[config.mk]
export PLATFORM = sky130hd
export DESIGN_NAME = snitch_icache_perf_cnt
export DESIGN_NICKNAME = d
export VERILOG_FILES = /design/src/rtl/snitch_icache_perf_cnt.sv
export SDC_FILE = /design/constraint.sdc
export NUM_CORES = 1
export LEC_CHECK = 0
export CORE_ASPECT_RATIO = 1.1
export CORE_MARGIN = 2
export CORE_UTILIZATION = 55
export CTS_CLUSTER_SIZE = 25
export DETAILED_ROUTE_END_ITERATION = 8
export PLACE_DENSITY = 0.8
export SYNTH_ARGS = -nofsm -noshare
export SYNTH_HDL_FRONTEND = slang
export SYNTH_SLANG_ARGS = --single-unit
[constraint.sdc]
create_clock -name clk_i -period 2.3 [get_ports clk_i]
set_clock_uncertainty 0.2 [all_clocks]
set_input_delay 0.46 -clock clk_i [delete_from_list [all_inputs] [get_ports clk_i]]
set_output_delay 0.46 -clock clk_i [all_outputs]
set_load 0.05 [all_outputs]
[src/rtl/snitch_icache_perf_cnt.sv]
// snitch_icache_perf_cnt
//   Performance-counter bank for the instruction cache. Accumulates the L0
//   event vectors of every fetch port and the L1 event vector into CNT_W-bit
//   live counters. Also provides a snapshot shadow bank, sticky overflow
//   flags and a registered read port with valid/ready handshake.
//
//   Event encoding (LSB first):
//     l0 event vector : miss, hit, prefetch, double_hit, stall
//     l1 event vector : miss, hit, stall, handler_stall
//   Counter k < NUM_L0_EV is L0 event k; counter NUM_L0_EV+j is L1 event j.
//
//   Ports:
//     clk_i, rst_ni        clock, async active-low reset
//     enable_i             count enable (counters hold when 0)
//     l0_events_i          per-port L0 event vectors
//     l1_events_i          L1 event vector
//     clear_i              clear live counters and overflow flags
//     snapshot_i           copy live counters (pre-update) into the shadow bank
//     rd_valid_i/ready_o   read request handshake, rd_idx_i selects counter;
//                          rd_idx_i MSB = 1 selects the shadow bank
//     rd_rsp_*             registered read response (data, err, valid/ready)
//     overflow_o           sticky overflow per live counter
//
//   Build option: define SNITCH_ICACHE_PERF_CNT_SATURATE_EN to clamp counters
//   at all-ones on overflow instead of wrapping.

module snitch_icache_perf_cnt_ctr #(
    parameter int unsigned CNT_W = 32
) (
    input  logic             clk_i,
    input  logic             rst_ni,
    input  logic             en_i,
    input  logic             clear_i,
    input  logic [CNT_W:0]   inc_i,
    output logic [CNT_W-1:0] cnt_o,
    output logic             ovf_o
);
    logic [CNT_W-1:0] cnt_d, cnt_q;
    logic             ovf_d, ovf_q;
    logic [CNT_W:0]   sum;

    always_comb begin
        sum   = {1'b0, cnt_q} + inc_i;
        cnt_d = cnt_q;
        ovf_d = ovf_q;
        if (clear_i) begin
            // Clear wins over any increment in the same cycle.
            cnt_d = '0;
            ovf_d = 1'b0;
        end else if (en_i) begin
            if (sum[CNT_W]) begin
                ovf_d = 1'b1;
`ifdef SNITCH_ICACHE_PERF_CNT_SATURATE_EN
                cnt_d = '1;
`else
                cnt_d = sum[CNT_W-1:0];
`endif
            end else begin
                cnt_d = sum[CNT_W-1:0];
            end
        end
    end

    always_ff @(posedge clk_i or negedge rst_ni) begin
        if (!rst_ni) begin
            cnt_q <= '0;
            ovf_q <= 1'b0;
        end else begin
            cnt_q <= cnt_d;
            ovf_q <= ovf_d;
        end
    end

    assign cnt_o = cnt_q;
    assign ovf_o = ovf_q;
endmodule

module snitch_icache_perf_cnt #(
    parameter int unsigned NR_FETCH_PORTS = 2,
    parameter int unsigned CNT_W          = 32,
    parameter int unsigned NUM_L0_EV      = 5,
    parameter int unsigned NUM_L1_EV      = 4,
    parameter int unsigned NUM_CNT        = NUM_L0_EV + NUM_L1_EV,
    parameter int unsigned IDX_W          = $clog2(NUM_CNT) + 1
) (
    input  logic                                      clk_i,
    input  logic                                      rst_ni,
    input  logic                                      enable_i,
    input  logic [NR_FETCH_PORTS-1:0][NUM_L0_EV-1:0]  l0_events_i,
    input  logic [NUM_L1_EV-1:0]                      l1_events_i,
    input  logic                                      clear_i,
    input  logic                                      snapshot_i,
    input  logic                                      rd_valid_i,
    output logic                                      rd_ready_o,
    input  logic [IDX_W-1:0]                          rd_idx_i,
    output logic                                      rd_rsp_valid_o,
    input  logic                                      rd_rsp_ready_i,
    output logic [CNT_W-1:0]                          rd_rsp_data_o,
    output logic                                      rd_rsp_err_o,
    output logic [NUM_CNT-1:0]                        overflow_o
);
    logic [NUM_CNT-1:0][CNT_W:0]   inc;
    logic [NUM_CNT-1:0][CNT_W-1:0] live;
    logic [NUM_CNT-1:0][CNT_W-1:0] shadow_d, shadow_q;

    // Per-counter increment: L0 events are a popcount across fetch ports.
    always_comb begin
        inc = '0;
        for (int k = 0; k < int'(NUM_L0_EV); k++) begin
            for (int p = 0; p < int'(NR_FETCH_PORTS); p++) begin
                inc[k] = inc[k] + {{CNT_W{1'b0}}, l0_events_i[p][k]};
            end
        end
        for (int j = 0; j < int'(NUM_L1_EV); j++) begin
            inc[NUM_L0_EV+j] = {{CNT_W{1'b0}}, l1_events_i[j]};
        end
    end

    for (genvar c = 0; c < NUM_CNT; c++) begin : g_ctr
        snitch_icache_perf_cnt_ctr #(.CNT_W(CNT_W)) i_ctr (
            .clk_i   (clk_i),
            .rst_ni  (rst_ni),
            .en_i    (enable_i),
            .clear_i (clear_i),
            .inc_i   (inc[c]),
            .cnt_o   (live[c]),
            .ovf_o   (overflow_o[c])
        );
    end

    // Shadow samples the registered live values, i.e. before this cycle's
    // update or clear, which makes snapshot+clear an atomic read-and-clear.
    always_comb begin
        shadow_d = shadow_q;
        if (snapshot_i) shadow_d = live;
    end

    // Read port
    logic             rsp_valid_d, rsp_valid_q;
    logic [CNT_W-1:0] rsp_data_d, rsp_data_q;
    logic             rsp_err_d, rsp_err_q;
    logic             accept;
    logic [IDX_W-2:0] rd_low;
    logic [CNT_W-1:0] rd_val;
    logic             rd_oor;

    assign rd_ready_o = !rsp_valid_q || rd_rsp_ready_i;
    assign accept     = rd_valid_i && rd_ready_o;
    assign rd_low     = rd_idx_i[IDX_W-2:0];

    always_comb begin
        rd_val = '0;
        rd_oor = (rd_low >= (IDX_W-1)'(NUM_CNT));
        for (int c = 0; c < int'(NUM_CNT); c++) begin
            if (rd_low == (IDX_W-1)'(c)) begin
                rd_val = rd_idx_i[IDX_W-1] ? shadow_q[c] : live[c];
            end
        end
    end

    always_comb begin
        rsp_valid_d = rsp_valid_q;
        rsp_data_d  = rsp_data_q;
        rsp_err_d   = rsp_err_q;
        if (accept) begin
            rsp_valid_d = 1'b1;
            rsp_data_d  = rd_oor ? '0 : rd_val;
            rsp_err_d   = rd_oor;
        end else if (rd_rsp_ready_i) begin
            rsp_valid_d = 1'b0;
        end
    end

    always_ff @(posedge clk_i or negedge rst_ni) begin
        if (!rst_ni) begin
            shadow_q    <= '0;
            rsp_valid_q <= 1'b0;
            rsp_data_q  <= '0;
            rsp_err_q   <= 1'b0;
        end else begin
            shadow_q    <= shadow_d;
            rsp_valid_q <= rsp_valid_d;
            rsp_data_q  <= rsp_data_d;
            rsp_err_q   <= rsp_err_d;
        end
    end

    assign rd_rsp_valid_o = rsp_valid_q;
    assign rd_rsp_data_o  = rsp_data_q;
    assign rd_rsp_err_o   = rsp_err_q;
endmodule

* Yosys cells after proc, flatten, opt, wreduce, memory -nomap -nowiden
Index checks and enable logic that the tools add are counted.
W data, S select, Z words.
** Storage, ports and cells
- Memory bits (writable) :: 0
- Output and inout bits :: 44
- Latch bits :: 0
- Flip-flop bits (word level) :: 619
- Bits in read-only memories :: 0
- Memories kept :: 0
- Input port bits :: 26
** Operators by class
- Add/sub/neg operators :: 14
- Magnitude comparators :: 1
- Div/mod/pow operators :: 0
- Eq/ne operators :: 8
- Shift operators :: 0
- Bitwise operators :: 0
- $mul :: 0
- Reductions and logical operators :: 24
- Mux-type cells :: 66
** Operator list (number)
- $mux W32 :: 37
- $add A32 B2 Y33 :: 5
- $add A32 B1 Y33 :: 4
- $mux W1 :: 29
- $reduce_bool A2 Y1 :: 11
- $reduce_and A2 Y1 :: 9
- $eq A4 B3 Y1 const B :: 4
- $add A1 B1 Y2 :: 5
- $eq A4 B2 Y1 const B :: 2
- $eq A4 B1 Y1 const B :: 1
- $eq A4 B4 Y1 const B :: 1
- $ge A4 B4 Y1 const B :: 1
- $logic_not A4 Y1 :: 1
- $logic_and A1 B1 Y1 :: 1
- $logic_not A1 Y1 :: 1
- $logic_or A1 B1 Y1 :: 1

* Longest topological paths before layout
- Depth in word-level cells :: 11
- Gate-level depth with buffers :: 9

* Modules after synthesis
A second synthesis with hierarchy kept.
** Unflattened totals
- Cell total of the unflattened synthesis :: 4703
- Area total of the unflattened synthesis :: 45602.5 sq um
** By module, submodules not included
- snitch_icache_perf_cnt_ctr :: cells an instance 363, times used 9, area each 3114.2 sq um, sequential area each 825.8 sq um
- snitch_icache_perf_cnt :: cells an instance 1436, times used 1, area each 17574.4 sq um, sequential area each 8057.7 sq um

* Least setup slack after synthesis
No wires, ideal clock.
- Kind :: reg-to-reg
- Start point :: register rsp_valid_q (netlist: rd_rsp_valid_o)
- End point :: register rsp_data_q[21] (netlist: rd_rsp_data_o[21])
- Arrival time :: 2.127 ns
- Stages on the path, launching flop included :: 7
- Path slack :: -0.150 ns
- Clock period less this slack :: 2.450 ns
- Path through :: dfrtp_1 > nand2b_1 > and2_0 > clkbuf_1 > clkbuf_1 > o211ai_1 > o221a_2
** Between the ends
- Cells in the longest elaborated chain, start to end :: 3
** RTL lines
- start, declared :: line 139 : logic rsp_valid_d, rsp_valid_q;
- start signal, assigned :: line 182 : rsp_valid_q <= rsp_valid_d;
- $logic_not A1 Y1 :: line 147 : assign rd_ready_o = !rsp_valid_q || rd_rsp_ready_i;
- $logic_or A1 B1 Y1 :: line 147
- net rd_ready_o :: line 94 : output logic rd_ready_o,
- $logic_and A1 B1 Y1 :: line 148 : assign accept = rd_valid_i && rd_ready_o;
- end signal, assigned :: line 183 : rsp_data_q <= rsp_data_d;
- end, declared :: line 140 : logic [CNT_W-1:0] rsp_data_d, rsp_data_q;
The timed path passes the listed nets, and every way through them passes these cells.
A chain may end at the register's enable or synchronous reset.

* Worst setup path in the final report
- Start point :: register g_ctr[3].i_ctr.cnt_q[0]
- End point :: register g_ctr[3].i_ctr.ovf_q
** Between the ends
- Cells in the longest elaborated chain, start to end :: 3
** RTL lines
- start, declared :: line 38 : logic [CNT_W-1:0] cnt_d, cnt_q;
- start signal, assigned :: line 69 : cnt_q <= cnt_d;
- $add A32 B2 Y33 :: line 43 : sum = {1'b0, cnt_q} + inc_i;
- $reduce_bool A2 Y1 (no line)
- $reduce_and A2 Y1 (no line)
- end signal, assigned :: line 70 : ovf_q <= ovf_d;
- end, declared :: line 39 : logic ovf_d, ovf_q;
Every way passes these cells.

==> flow_summary.rst <==
.. list-table::
   :header-rows: 1

   * - Metric
     - Value
   * - Total routing usage reported by global routing
     - 30.6%
   * - Count of final max-slew check failures
     - 0
   * - Worst setup slack after layout
     - -0.0253 ns
   * - Routed Antenna Nets
     - 0
   * - DR WL/cell
     - 22.9 um
   * - Area added between synthesis and finish
     - 20.4%
   * - Clock tree from TritonCTS
     - built
   * - Status
     - finished with violations
   * - Violations in the final reports
     - setup timing
   * - Number of enable-type register cells in the synthesized netlist
     - 0
   * - Gate power share
     - 8.9%
   * - Dominant synthesized flop cell
     - sky130_fd_sc_hd__dfrtp_1
   * - Final period util
     - 101%
   * - Syn avg cell area
     - 11.0 um2
   * - Num CTS Buffers
     - 66
   * - Largest net degree at the start of global routing
     - 83
   * - Cell Int Power
     - 0.0185 W
   * - Via total after detailed routing
     - 25010
   * - DRT Wirelength
     - 92400 um
   * - Cell breakdown of the critical path
     - fa_2, ha_4, o211ai_1, nor4_4, nand3_2, or3_4, a21oi_2
   * - Initial core utilization
     - 55.9%
   * - Cell with the largest stage delay on the worst path
     - sky130_fd_sc_hd__nor4_4
   * - Slew of the pin with the lowest slew margin
     - 0.698 ns
   * - Min cycle time layout
     - 2.33 ns
   * - Via count of the first global-routing pass
     - 25282
   * - Peak fanout along the critical path
     - 3
   * - Sw frac
     - 24.3%
   * - Floorplan die area
     - 60300 um2
   * - Clk root buf
     - sky130_fd_sc_hd__clkbuf_16
   * - Leakage dissipation
     - 18.0 nW
   * - Antenna violations before repair
     - 4
   * - Nets in the synthesized netlist
     - 2964
   * - Horizontal die dimension
     - 234 um
   * - Worst EP required
     - 2.63 ns
   * - CP peak stage delay
     - 0.41 ns
   * - Count of boundary I/O pins
     - 70
   * - Wire length of the first global-routing pass
     - 144000 um
   * - Hold Vio Cnt, Final
     - 0
   * - Clock insertion delay at the later pin of the skew report
     - 0.61 ns
   * - Worst reg-to-reg setup slack
     - -0.03 ns
   * - Total Negative Setup Slacks
     - -0.0548 ns
   * - Switching pwr
     - 0.00595 W
   * - Filler instances
     - 4016
   * - Area of the mapped netlist
     - 32100 um2
   * - Critical path endpoint category
     - register
   * - IO buf count
     - 69
   * - Final setup violation count
     - 3
   * - Max Fclk
     - 430 MHz
   * - Fraction of final layout cells sized beyond drive strength 1
     - 28.4%
   * - Post-synthesis cell type count
     - 74
   * - Worst path arrival time
     - 2.66 ns
   * - Clock network power share
     - 45.5%
   * - Commonest non-fill, non-tap cell in the layout
     - sky130_fd_sc_hd__dfrtp_1
   * - Combined flip-flop and latch cell area
     - 15500 um2
   * - Final net count
     - 3278
   * - Synthesis-stage register bit count
     - 619
   * - Most frequent cells in the layout
     - sky130_fd_sc_hd__dfrtp_1 (619), sky130_fd_sc_hd__mux2_2 (346), sky130_fd_sc_hd__buf_4 (343)
   * - Share of flip-flops with an asynchronous set or reset after synthesis
     - 100%
   * - Drt first pass iters
     - 7
   * - Crit Path Category
     - reg2reg
   * - Proportion of synthesized chip area in sequential cells
     - 48.3%
   * - Number of maximum-capacitance constraint violations
     - 0
   * - Area of the core region
     - 57400 um2
   * - Via/cell ratio
     - 6.20
   * - Cells after synthesis
     - 2920
   * - Worst Hold Class
     - in2reg
   * - RSZ-0062 raised after global routing
     - yes
   * - Headroom to the max-slew limit
     - 53.5%
   * - Yosys warns
     - 0
   * - GP Congestion
     - 0.934
   * - Number of remaining DRC errors
     - 0
   * - Detailed placement HPWL
     - 65900 um
   * - Clock-pin slew reported for the worst setup and hold paths after clock tree synthesis
     - 0.06 ns
   * - Number of clock sinks
     - 619
   * - First DRT Iteration DRCs
     - 2267
   * - Peak ir drop on the vdd network
     - 0.000628 V
   * - Seq pwr share
     - 45.6%
   * - Residual overflow from global routing
     - 0
   * - Combined area of the multi-input logic cells
     - 15800 um2
   * - Die H
     - 257 um
   * - Row Count
     - 92
   * - H-tree depth
     - 3
   * - Deepest clock path buffer count
     - 3
   * - Critical path launch point type
     - register
   * - Worst-case hold slack
     - 0.103 ns
   * - Ratio of total power to cell area
     - 634 nW/um2
## critical path, delay by kind of cell (launching register included)
kind	cells	cell delay, ns
DFF	1	0.38
AOI/OAI and AO/OA	2	0.32
adders and majority gates	2	0.40
and+or+nand+nor	3	0.94
## state kept, by name, indices dropped and copies added (netlist names)
| name | count |
|---|---|
| g_ctr.i_ctr.cnt_o | 288 |
| g_ctr.i_ctr.ovf_o | 9 |
| rd_rsp_data_o | 32 |
| rd_rsp_err_o | 1 |
| rd_rsp_valid_o | 1 |
| shadow_q | 288 |
## what timing repair did
item	CTS	global route
endpoints found under the hold margin	189	0
buffers inserted	0	8
resized for setup	44	40
pin swaps	1	14
hold buffers	2	0
setup endpoints to repair	69	69
## layout make-up
type	instances	area share, %
Multi-Input combinational cell	2066	40.9
Sequential cell	619	40.1
Tap cell	752	2.44
Clock inverter	19	0.732
Inverter	32	0.311
Antenna cell	1	0.00648
Clock buffer	96	5.07
Timing Repair Buffer	449	10.4
## logic make-up after synthesis
| family | after synthesis | synth area share [%] |
|---|---|---|
| adders and majority gates | 18 | 0.819 |
| buffers and inverters | 235 | 3.27 |
| xor gates and xnor gates | 232 | 6.33 |
| DFF | 619 | 48.3 |
| muxes | 590 | 19.8 |
| AOI/OAI and AO/OA | 380 | 7.59 |
| and+or+nand+nor | 846 | 13.9 |
## Yosys cell counts (11+ instances only)
library cell,count,share of area [%]
sky130_fd_sc_hd__a21oi_1,117,1.8
sky130_fd_sc_hd__a2bb2oi_1,26,0.71
sky130_fd_sc_hd__and2_1,15,0.29
sky130_fd_sc_hd__and3_1,36,0.70
sky130_fd_sc_hd__and4_1,30,0.82
sky130_fd_sc_hd__buf_1,11,0.13
sky130_fd_sc_hd__buf_2,58,0.90
sky130_fd_sc_hd__buf_4,18,0.42
sky130_fd_sc_hd__clkbuf_1,109,1.3
sky130_fd_sc_hd__dfrtp_1,619,48
sky130_fd_sc_hd__ha_1,13,0.51
sky130_fd_sc_hd__inv_1,32,0.37
sky130_fd_sc_hd__mux2_2,346,12
sky130_fd_sc_hd__mux2i_1,242,7.5
sky130_fd_sc_hd__nand2_1,121,1.4
sky130_fd_sc_hd__nand2b_1,11,0.21
sky130_fd_sc_hd__nand3_1,86,1.3
sky130_fd_sc_hd__nand4_1,92,1.8
sky130_fd_sc_hd__nor2_1,307,3.6
sky130_fd_sc_hd__nor3_1,27,0.42
sky130_fd_sc_hd__nor4_1,27,0.53
sky130_fd_sc_hd__nor4_2,13,0.51
sky130_fd_sc_hd__o211ai_1,31,0.73
sky130_fd_sc_hd__o21ai_0,78,1.2
sky130_fd_sc_hd__o21ai_1,17,0.27
sky130_fd_sc_hd__o221ai_1,26,0.71
sky130_fd_sc_hd__o22ai_1,37,0.72
sky130_fd_sc_hd__or3_1,31,0.60
sky130_fd_sc_hd__xnor2_1,84,2.3
sky130_fd_sc_hd__xor2_1,148,4.0
## power by group through the flow
stage	Sequential [W]	Clock, W	Combinational, W
global placement	0.0113	0	0.00212
detailed placement	0.0114	0	0.00217
CTS	0.0111	0.0112	0.00214
finish	0.0112	0.0111	0.00217
floorplan	0.0116	0	0.000868
global route	0.0112	0.0117	0.00230
## through the flow
step | cell area, um2 | cells | power [W] | util [%] | setup slack, ns
floorplan | 32100 | 2920 | 0.0124 | - | 0.00134
global placement | 36100 | 3908 | 0.0135 | 62.8 | -0.746
detailed placement | 36100 | 3908 | 0.0135 | 62.8 | -0.766
CTS | 38400 | 4025 | 0.0245 | 66.8 | 0.0109
global route | 38600 | 4033 | 0.0252 | 67.2 | -0.172
finish | 38600 | 4034 | 0.0245 | 67.2 | -0.0253
## worst paths after layout
path | start | depth (start not counted) | end
max reg2reg | g_ctr[3].i_ctr.cnt_o[0] | 7 | g_ctr[3].i_ctr.ovf_o
max in group asynchronous | rst_ni | 4 | shadow_q[191]
min reg2reg | rd_rsp_err_o | 2 | rd_rsp_err_o
min | clear_i | 3 | g_ctr[0].i_ctr.cnt_o[2]
min in group asynchronous | rst_ni | 2 | g_ctr[2].i_ctr.cnt_o[18]
max | g_ctr[3].i_ctr.cnt_o[0] | 7 | g_ctr[3].i_ctr.ovf_o
## layer usage
layer / global-route usage, % / share of wire [%] / vias to the layer above
met1: 40.3 / 40 / 12693
met2: 49.3 / 48 / 974
met3: 5.13 / 6.7 / 234
met4: 14.3 / 4.8 / 6
met5: 0 / 0.034 / -
li1: - / - / 11103
(Power assumes the default switching activity.)
